`config.mk`:
```
export PLATFORM = sky130hd
export DESIGN_NAME = memory_bus_master
export DESIGN_NICKNAME = d
export VERILOG_FILES = /design/src/rtl/memory_bus_master.sv
export SDC_FILE = /design/constraint.sdc
export NUM_CORES = 1
export LEC_CHECK = 0
export ABC_CLOCK_PERIOD_IN_PS = 2300
export CAP_MARGIN = 25
export CORE_ASPECT_RATIO = 1.4
export CORE_MARGIN = 5
export CORE_UTILIZATION = 46
export CTS_CLUSTER_DIAMETER = 80
export DETAILED_ROUTE_END_ITERATION = 12
export GPL_TIMING_DRIVEN = 0
export PLACE_DENSITY = 0.81
export SYNTH_ARGS = -nofsm -noshare
export SYNTH_HDL_FRONTEND = slang
export SYNTH_SLANG_ARGS = --single-unit
```
`constraint.sdc`:
```
create_clock -name clk -period 2.3 [get_ports clk]
set_input_delay 0.575 -clock clk [delete_from_list [all_inputs] [get_ports clk]]
set_output_delay 0.575 -clock clk [all_outputs]
set_load 0.05 [all_outputs]
```
`src/rtl/memory_bus_master.sv`:
```
// CPU-side initiator for the 8-bit-data / 16-bit-address memory bus: splits one byte or word
// request into one or two byte bus cycles, then pulses done for a single cycle.
module memory_bus_master #(
  parameter int ADDR_WIDTH = 16,
  parameter bit BIG_ENDIAN = 1'b0
) (
  input  logic                  clk,
  input  logic                  rst_n,
  input  logic                  req,
  input  logic                  we,
  input  logic                  word,
  input  logic [ADDR_WIDTH-1:0] addr,
  input  logic [15:0]           wdata,
  output logic [15:0]           rdata,
  output logic                  busy,
  output logic                  done,
  output logic [ADDR_WIDTH-1:0] mem_addr,
  output logic [7:0]            mem_wdata,
  input  logic [7:0]            mem_rdata,
  output logic                  mem_read,
  output logic                  mem_write
);

  typedef enum logic [1:0] {IDLE, BYTE0, BYTE1, DONE} state_e;

  state_e                state_q, state_d;
  logic                  we_q, we_d;
  logic                  word_q, word_d;
  logic [ADDR_WIDTH-1:0] addr_q, addr_d;
  logic [15:0]           wdata_q, wdata_d;
  logic [15:0]           rdata_q, rdata_d;
  logic                  hi_first;

  // Big-endian word accesses put the high byte on the first bus cycle (at addr).
  assign hi_first = BIG_ENDIAN & word_q;

  // NOTE: sequential state uses non-blocking assignments so every flop samples pre-edge values.
  always_ff @(posedge clk or negedge rst_n) begin
    if (!rst_n) begin
      state_q <= IDLE;
      we_q    <= 1'b0;
      word_q  <= 1'b0;
      addr_q  <= '0;
      wdata_q <= '0;
      rdata_q <= '0;
    end else begin
      state_q <= state_d;
      we_q    <= we_d;
      word_q  <= word_d;
      addr_q  <= addr_d;
      wdata_q <= wdata_d;
      rdata_q <= rdata_d;
    end
  end

  // NOTE: every signal gets a default at the top of the block so no path infers a latch.
  always_comb begin
    state_d = state_q;
    we_d    = we_q;
    word_d  = word_q;
    addr_d  = addr_q;
    wdata_d = wdata_q;
    rdata_d = rdata_q;
    case (state_q)
      IDLE, DONE: begin
        if (req) begin
          state_d = BYTE0;
          we_d    = we;
          word_d  = word;
          addr_d  = addr;
          wdata_d = wdata;
        end else begin
          state_d = IDLE;
        end
      end
      BYTE0: begin
        if (!we_q) begin
          if (!word_q)       rdata_d = {8'h00, mem_rdata};
          else if (hi_first) rdata_d[15:8] = mem_rdata;
          else               rdata_d[7:0]  = mem_rdata;
        end
        state_d = word_q ? BYTE1 : DONE;
      end
      BYTE1: begin
        if (!we_q) begin
          if (hi_first) rdata_d[7:0]  = mem_rdata;
          else          rdata_d[15:8] = mem_rdata;
        end
        state_d = DONE;
      end
      default: state_d = IDLE;
    endcase
  end

  // Bus strobes are decoded from the state so reset silences the bus immediately.
  always_comb begin
    mem_addr  = '0;
    mem_wdata = '0;
    mem_read  = 1'b0;
    mem_write = 1'b0;
    case (state_q)
      BYTE0: begin
        mem_addr  = addr_q;
        mem_read  = ~we_q;
        mem_write = we_q;
        mem_wdata = hi_first ? wdata_q[15:8] : wdata_q[7:0];
      end
      BYTE1: begin
        mem_addr  = addr_q + ADDR_WIDTH'(1);
        mem_read  = ~we_q;
        mem_write = we_q;
        mem_wdata = hi_first ? wdata_q[7:0] : wdata_q[15:8];
      end
      default: ;
    endcase
  end

  assign busy  = (state_q == BYTE0) || (state_q == BYTE1);
  assign done  = (state_q == DONE);
  assign rdata = rdata_q;

endmodule

```
# After elaboration in Yosys (flattened, before gate mapping)
# Index checks and enable logic that the tools add are counted.
[word_totals]
register_bits = 52
input_bits = 45
output_inout_bits = 44
elab_cells = 35
[op_classes]
addsub = 1
eq_ne = 6
mux = 11
n_bitwise = 2
n_reduce_logical = 8
[op_table]
columns = ["cell", "n"]
rows = [
  ["case mux 16 bit (2 select lines)", 2],
  ["2-to-1 mux 16 bit", 3],
  ["adder 16 x 1 -> 16 bit, second input constant", 1],
  ["case mux 8 bit (2 select lines)", 1],
  ["inequality test 2 bit, second input constant", 3],
  ["case mux 2 bit (3 select lines)", 1],
  ["== test 2 bit, second input constant", 2],
  ["2-to-1 mux 1 bit", 4],
  ["AND reduction 4 bit", 1],
  ["OR reduction 2 bit", 2],
  ["AND reduction 3 bit", 1],
  ["== test 2 x 1 -> 1 bit, second input constant", 1],
  ["zero test 2 bit", 1],
  ["inverter 1 bit", 2],
  ["AND reduction 2 bit", 1],
  ["nonzero test 2 bit", 1],
  ["logical OR 1 bit", 1],
]

# Logic depth before layout (Yosys ltp)
# Gate-level depths: netlist of run 1.
[logic_depth]
ltp_word = 3
ltp_mapped = 7
ltp_nobuf = 6

# Worst setup path after synthesis of run 1
# No wires, ideal clock.
[synth_timing]
path_kind = "reg2out"
from = "register state_q[0]"
to = "output port mem_addr[10]"
arrival_ns = 2.719
required_ns = 1.725
path_slack_ns = -0.994
path_stages_with_launch = 6
path_buffers = 1
path_cell_list = "dfrtp_1 -> inv_1 -> ha_1 -> clkbuf_1 -> nand2b_1 -> o41ai_1"
[synth_via]
elab_chain_len = 2
elab_cells_between_ends = 3
cone_classes = "eq/ne: 2; mux: 1"
[synth_rtl]
columns = ["element", "line", "text"]
rows = [
  ["start, declared", "26", "state_e state_q, state_d;"],
  ["start signal, assigned", "47", "state_q <= state_d;"],
  ["== test 2 bit or == test 2 x 1 -> 1 bit (tied branches)", "101", "case (state_q)"],
  ["case mux 16 bit (2 select lines) (*)", "101", ""],
  ["end, declared", "17", "output logic [ADDR_WIDTH-1:0] mem_addr,"],
]
# Every way passes the cells marked *; elsewhere a longest branch is shown, timed or not.

# Worst setup path after layout of run 1
[layout_timing]
from = "register state_q[0]"
to = "output port mem_addr[14]"
# The elaborated chain is that of the path after synthesis.

==> reports/metrics.csv, run 1 <==
stage,metric,value,unit
drt,avgRoutedWirePerCell,21.57,microns
critical_path,worst_endpoint_data_arrival_time,2030,ps
place,hpwl,5267,microns
final_layout,mostFrequentLayoutCells,"sky130_fd_sc_hd__clkdlybuf4s50_1, sky130_fd_sc_hd__dfrtp_1, sky130_fd_sc_hd__buf_6",
final_layout,diodes,0,
yosys,synth.largest_area_cell,sky130_fd_sc_hd__dfrtp_1,
sta,grt_setup_unrepaired,yes,
clock_tree,clock_latency,300,ps
drt,drt-initial-drc-count,225,
sta,finalCriticalPeriod,2601,ps
clock_tree,path_clk_slew,90,ps
status,outcome,finished with violations,
sta,worst_slew_pin_slew,629.0,ps
drt,drc,0,
drt,detailed_route_via_count,2535,
global_route,first_global_vias,2540,
floorplanning,design.die.area,0.007321,sq mm
sta,achievable-frequency,384.4,MHz
global_route,grt_pass1_wl,13100,microns
sta,timing_max_transition_violations_final,0,
flow_run,cap_violations,0,
clock_tree,numCtsBuffers,5,
yosys,post_synth.cell_area_avg,11.38,sq um
floorplanning,initial_utilization,0.4737,
drt,route.final.wire_length,9188,microns
critical_path,r2r_setup_slack,330,ps
place,port_buffer_count,88,
critical_path,endpoint_kind,output pin,
clock_tree,h_tree_depth_reported_by_cts,2,
floorplanning,io_pins,89,
drt,tritonroute_pass_1_iters,4,
yosys,netlist-cell-type-count,40,
global_route,grt_util_all_layers,0.2304,
yosys,synth_edf_count,0,
yosys,synth.yosys.seq_area_share,0.4971,
drt,detail_route.vias_per_cell,5.951,
sta,finalSetupViolCount,17,
final_layout,fin_nets,407,
place,finalWeightedCongestion,0.7999,
yosys,synth_cells,230,
final_layout,mostFrequentLayoutCell,sky130_fd_sc_hd__clkdlybuf4s50_1,
final_layout,synthesis_to_finish_area_growth,73.76,%
critical_path,startpoint_type,flip-flop,
min_path,timing.hold.worst.class,in2async,
floorplanning,floorplan.die.width,73.76,microns
sta,fin_skew,13.29,ps
global_route,grt_antenna_before_repair,0,
yosys,postSynthNetCount,279,
sta,timing_hold_violations_final,0,
critical_path,setup.worst_path.class,reg2out,
place,dpl-instance-area,0.003785,sq mm
yosys,synthFlopType,sky130_fd_sc_hd__dfrtp_1,
critical_path,endpoint_of_the_most_critical_register_to_register_path,addr_q[13],
sta,finalSetupTns,-3623,ps
sta,layout_worst_path_cycle_share,1.131,
floorplanning,core,0.005525,sq mm
final_layout,stdcell_area,0.004548,sq mm
clock_tree,numClockSinks,52,
sta,worst_slack,-301.2,ps
clock_tree,cts_tree,done,
global_route,grt_overflow_total,0,
status,failed_checks,negative setup slack,
yosys,fraction_of_post_synthesis_cell_area_in_the_top_cell_type_by_area,0.4971,
critical_path,maximum_cell_stage_delay_along_the_critical_path,510,ps
critical_path,crit_chain,inv_2 > ha_4 > buf_8 > buf_4 > nand2b_4 > or4_4 > o21ai_4 > buf_6,
yosys,synth.area.top_cells,"sky130_fd_sc_hd__dfrtp_1, sky130_fd_sc_hd__mux2_2, sky130_fd_sc_hd__mux2_1",
yosys,ys_ff_latch,52,
final_layout,nFillCells,294,
final_layout,post_route_cells_drive_above_1_share,0.4972,
clock_tree,clockRootBuffer,sky130_fd_sc_hd__clkbuf_8,
clock_tree,clock_path_buffers,2,
drt,detail-route-antenna-nets,0,
floorplanning,die_h,99.26,microns
global_route,grt_start_max_net_pins,34,
yosys,post_synth_instance_area,0.002618,sq mm
floorplanning,core.rowCount,32,
critical_path,slowest_cell_on_crit_path,sky130_fd_sc_hd__or4_4,
yosys,synth_warnings,0,
critical_path,critPathRequiredTime,1730,ps
critical_path,rr_worst_depth,6,
critical_path,crit-reg2reg-launch,state_q[0],
critical_path,cp_max_fo,6,
yosys,async_flop_share,1.000,
sta,maxSlewHeadroom,0.5778,
==> worst max-delay path by stage <==
stage	startpoint	endpoint	cells past startpoint
floorplan	state_q[0]	mem_addr[13]	6
global placement	state_q[0]	mem_addr[15]	7
detailed placement	state_q[0]	mem_addr[15]	7
CTS	state_q[1]	mem_addr[14]	5
global route	state_q[0]	mem_addr[14]	8
finish	state_q[0]	mem_addr[14]	8
==> through the flow <==
step,hold slack (ps),instances,worst slack [ps],utilization
2_1_floorplan,279.4,230,-222.6,-
3_3_place_gp,469.9,386,-948.4,0.6823
3_5_place_dp,478.4,387,-1006,0.6850
4_1_cts,239.7,415,-265.0,0.7849
5_1_grt,268.5,426,-384.9,0.8231
6_report,230.3,426,-301.2,0.8231
==> sequential cells by signal, indices dropped and copies added (netlist names) <==
signal,cells
addr_q,16
rdata,16
state_q,2
word_q,1
we_q,1
wdata_q,16
==> what timing repair did <==
action / 4_1_cts / 5_1_grt
setup buffers: 22 / 12
gates resized for setup: 242 / 36
pin swaps: 18 / 12
hold buffers: 0 / 0
endpoints found under the setup margin: 27 / 27
==> synth_stat cells (3+ instances only) <==
cell / n
sky130_fd_sc_hd__clkbuf_1: 6
sky130_fd_sc_hd__o21ai_0: 6
sky130_fd_sc_hd__dfrtp_1: 52
sky130_fd_sc_hd__ha_1: 4
sky130_fd_sc_hd__or4_1: 3
sky130_fd_sc_hd__nand4_1: 3
sky130_fd_sc_hd__inv_1: 6
sky130_fd_sc_hd__buf_2: 6
sky130_fd_sc_hd__a31oi_1: 3
sky130_fd_sc_hd__o211ai_1: 3
sky130_fd_sc_hd__a22o_1: 8
sky130_fd_sc_hd__nand2_1: 10
sky130_fd_sc_hd__nand3_1: 7
sky130_fd_sc_hd__mux2_2: 28
sky130_fd_sc_hd__o21ai_1: 5
sky130_fd_sc_hd__a311oi_1: 3
sky130_fd_sc_hd__nor2_1: 18
sky130_fd_sc_hd__a22oi_1: 9
sky130_fd_sc_hd__a41oi_1: 4
sky130_fd_sc_hd__a21oi_1: 6
sky130_fd_sc_hd__mux2_1: 15
==> critical path: cells and delay by family (launching register included) <==
kind                       cells  cell delay (ps)
adders and majority gates      1              130
and+or+nand+nor                2              600
buffers and inverters          4              490
AOI/OAI and AO/OA              1               80
DFF                            1              430
==> cells by family after synthesis <==
logic type | Yosys count | synth area share
mux | 43 | 0.1850
compound gates | 51 | 0.1372
buf+inv | 23 | 0.04158
simple gates | 57 | 0.1200
fa+ha+maj | 4 | 0.01912
flops | 52 | 0.4971
==> metal layers <==
| layer | wire, microns | global-route usage | part of all wire | vias up |
|---|---|---|---|---|
| met1 | 3401 | 0.2783 | 0.37 | 1272 |
| met3 | 519 | 0.03438 | 0.056 | 32 |
| met4 | 385 | 0.09763 | 0.042 | 0 |
| li1 | - | - | - | 1113 |
| met5 | 0 | 0 | 0 | - |
| met2 | 4880 | 0.3989 | 0.53 | 118 |
==> final cells by class <==
class,count,area (sq um),area share
Buffer,14,148.9,0.03274
Tap cell,68,85.08,0.01871
Inverter,7,35.03,0.007703
Clock buffer,7,96.34,0.02118
Multi-Input combinational cell,155,1628,0.3579
Sequential cell,52,1309,0.2878
Timing Repair Buffer,123,1246,0.2740
Power of run 1 is left out: the tool's default activity adds up to more than one toggle a clock period on the data nets, which glitch-free logic cannot reach.
==> inputs of run 2 (changes only) <==
Settings changed: GPL_TIMING_DRIVEN 0 to 1.
==> run 2 against run 1 <==
Net effect: the flow still finishes with violations (negative setup slack); worst setup slack worse by 3.0 ps; clock skew shrank 12 ps; utilization rose by 4.9 points; first-iteration DRC count increased by 1.3%; register-to-register slack lost 40 ps; critical path depth fell by 1; die area did not move; non-clock buffer count rose by 1; cell count rose by 0.47%; flip-flop and latch count unchanged; routed wire length grew 8.7%.
==> reports/metrics.csv, run 2 (synthesis results as in run 1) <==
stage,metric,value,unit,change
critical_path,crit_path_frequent_cell,sky130_fd_sc_hd__nor2_1,,
clock_tree,clockRootBuffer,sky130_fd_sc_hd__clkbuf_8,,
sta,worst_slack,-304.2,ps,-2.991 ps
final_layout,mostFrequentLayoutCells,"sky130_fd_sc_hd__clkdlybuf4s50_1, sky130_fd_sc_hd__dfrtp_1, sky130_fd_sc_hd__buf_4",,
status,failed_checks,negative setup slack,,
sta,achievable-frequency,384.0,MHz,-0.11%
critical_path,worst-path-buf-inv,2,,-2
clock_tree,numCtsBuffers,5,,unchanged
final_layout,mostFrequentLayoutCell,sky130_fd_sc_hd__clkdlybuf4s50_1,,
critical_path,worst_endpoint_data_arrival_time,2030,ps,about the same
floorplanning,initial_utilization,0.4737,,unchanged
critical_path,setup.worst_path.class,reg2out,,
global_route,grt_overflow_total,0,,unchanged
sta,timing_hold_violations_final,0,,unchanged
critical_path,maximum_cell_stage_delay_along_the_critical_path,480,ps,-30 ps
place,finalWeightedCongestion,0.8246,,+3.1%
floorplanning,core.rowCount,32,,unchanged
final_layout,post_route_cells_drive_above_1_share,0.5056,,+0.008349
sta,fin_skew,1.680,ps,-11.61 ps
final_layout,fin_nets,408,,+0.25%
global_route,grt_pass1_wl,13390,microns,+2.2%
critical_path,cp_max_fo,5,,-1
drt,detail_route.vias_per_cell,6.005,,+0.91%
place,dp_worst_setup_slack,36.09,ps,+1042 ps
critical_path,endpoint_kind,output pin,,
drt,drt-initial-drc-count,228,,+1.3%
floorplanning,core,0.005525,sq mm,unchanged
place,hpwl,5520,microns,+4.8%
sta,finalSetupViolCount,25,,+8
floorplanning,io_pins,89,,unchanged
drt,tritonroute_pass_1_iters,4,,unchanged
clock_tree,numClockSinks,52,,unchanged
final_layout,synthesis_to_finish_area_growth,84.08,%,
sta,holdWs,363.4,ps,+133.1 ps
status,outcome,finished with violations,,
floorplanning,floorplan.die.width,73.76,microns,unchanged
sta,timing_max_transition_violations_final,0,,unchanged
floorplanning,die_h,99.26,microns,unchanged
critical_path,startpoint_type,flip-flop,,
drt,drc,0,,unchanged
drt,route.final.wire_length,9983,microns,+8.7%
drt,avgRoutedWirePerCell,23.32,microns,+8.1%
sta,finalCriticalPeriod,2604,ps,+2.991 ps
drt,detailed_route_via_count,2570,,+1.4%
critical_path,slowest_cell_on_crit_path,sky130_fd_sc_hd__dfrtp_1,,
place,placed_cells,397,,+2.6%
drt,detail-route-antenna-nets,0,,unchanged
clock_tree,cts_tree,done,,
global_route,grt_start_max_net_pins,53,,+56%
critical_path,critPathRequiredTime,1730,ps,about the same
critical_path,crit_family,flip-flops,,
global_route,first_global_vias,2722,,+7.2%
final_layout,final-instance-count-excl-fill,428,,+0.47%
place,port_buffer_count,88,,unchanged
sta,maxSlewHeadroom,0.5590,,-0.01883
final_layout,diodes,0,,unchanged
sta,grt_setup_unrepaired,yes,,
global_route,grt_util_all_layers,0.2391,,+0.008672
clock_tree,clock_path_buffers,2,,unchanged
clock_tree,clock_latency,300,ps,about the same
sta,layout_worst_path_cycle_share,1.132,,+0.001300
floorplanning,design.die.area,0.007321,sq mm,unchanged
min_path,timing.hold.worst.class,in2async,,
flow_run,cap_violations,0,,unchanged
clock_tree,post_cts_hold_buffer_count,0,,unchanged
sta,worst_slew_pin_slew,661.5,ps,+32.47 ps
global_route,grt_antenna_before_repair,0,,unchanged
clock_tree,h_tree_depth_reported_by_cts,2,,unchanged
clock_tree,path_clk_slew,100,ps,about the same
critical_path,crit_chain,ha_4 > buf_8 > nand4_1 > nor2_1 > nor2_1 > a311oi_4 > buf_12,,
## run 2: cell types whose count changed in the layout (fill, tap and decap cells not counted), moves of 3 or more
| cell | before | now |
|---|---|---|
| sky130_fd_sc_hd__dfrtp_2 | 6 | 0 |
| sky130_fd_sc_hd__buf_2 | 5 | 1 |
| sky130_fd_sc_hd__buf_6 | 37 | 12 |
| sky130_fd_sc_hd__buf_12 | 4 | 27 |
| sky130_fd_sc_hd__buf_4 | 24 | 31 |
| sky130_fd_sc_hd__nor2_1 | 6 | 3 |
| sky130_fd_sc_hd__dfrtp_1 | 46 | 52 |
## run 2: cell type report
type	instances	area (sq um)
Clock buffer	6	82.58
Multi-Input combinational cell	155	1670
Sequential cell	52	1301
Timing Repair Buffer	138	1638
Clock inverter	2	15.01
Tap cell	68	85.08
Fill cell	232	706.9
Inverter	7	26.28
## run 2: path summary, 6_finish.rpt
path,to,cells after the start,from,slack (ps)
min reg2reg,rdata[1],1,rdata[1],490
min,addr_q[12],2,rst_n,360
min in group clk,rdata[1],1,rdata[1],490
max in group asynchronous,addr_q[5],2,rst_n,1490
max reg2reg,rdata[11],8,state_q[0],290
max,mem_addr[6],7,state_q[1],-300
## run 2: worst reg2reg max path: stages (launching register included)
cell,delay [ps]
sky130_fd_sc_hd__dfrtp_1,400
sky130_fd_sc_hd__buf_4,140
sky130_fd_sc_hd__buf_4,140
sky130_fd_sc_hd__ha_4,170
sky130_fd_sc_hd__buf_6,130
sky130_fd_sc_hd__clkbuf_16,150
sky130_fd_sc_hd__a21oi_1,180
sky130_fd_sc_hd__o21ai_1,270
sky130_fd_sc_hd__a22o_1,320
## run 2: routing by layer
layer / global-route usage / routed length (microns) / vias up
met3: 0.04550 / 637 / 52
met4: 0.1423 / 544 / 0
li1: - / - / 1111
met5: 0 / 0 / -
met2: 0.4290 / 5341 / 136
met1: 0.2490 / 3459 / 1271
## run 2: stage by stage
step | setup TNS [ps] | util | instance area [sq um]
after floorplan | -1374 | - | 2804
after global placement | 0 | 0.7450 | 4116
after detailed placement | 0 | 0.7450 | 4116
after CTS | -1153 | 0.8161 | 4509
after global routing | -4933 | 0.8721 | 4818
final | -3332 | 0.8721 | 4818
## run 2: repair_timing
item | CTS | global route
buffers inserted | 9 | 12
cloned | 1 | 2
setup endpoints to repair | 17 | 27
gates resized for setup | 51 | 43
pin swaps | 17 | 24
Power of run 2 is left out for the same reason.
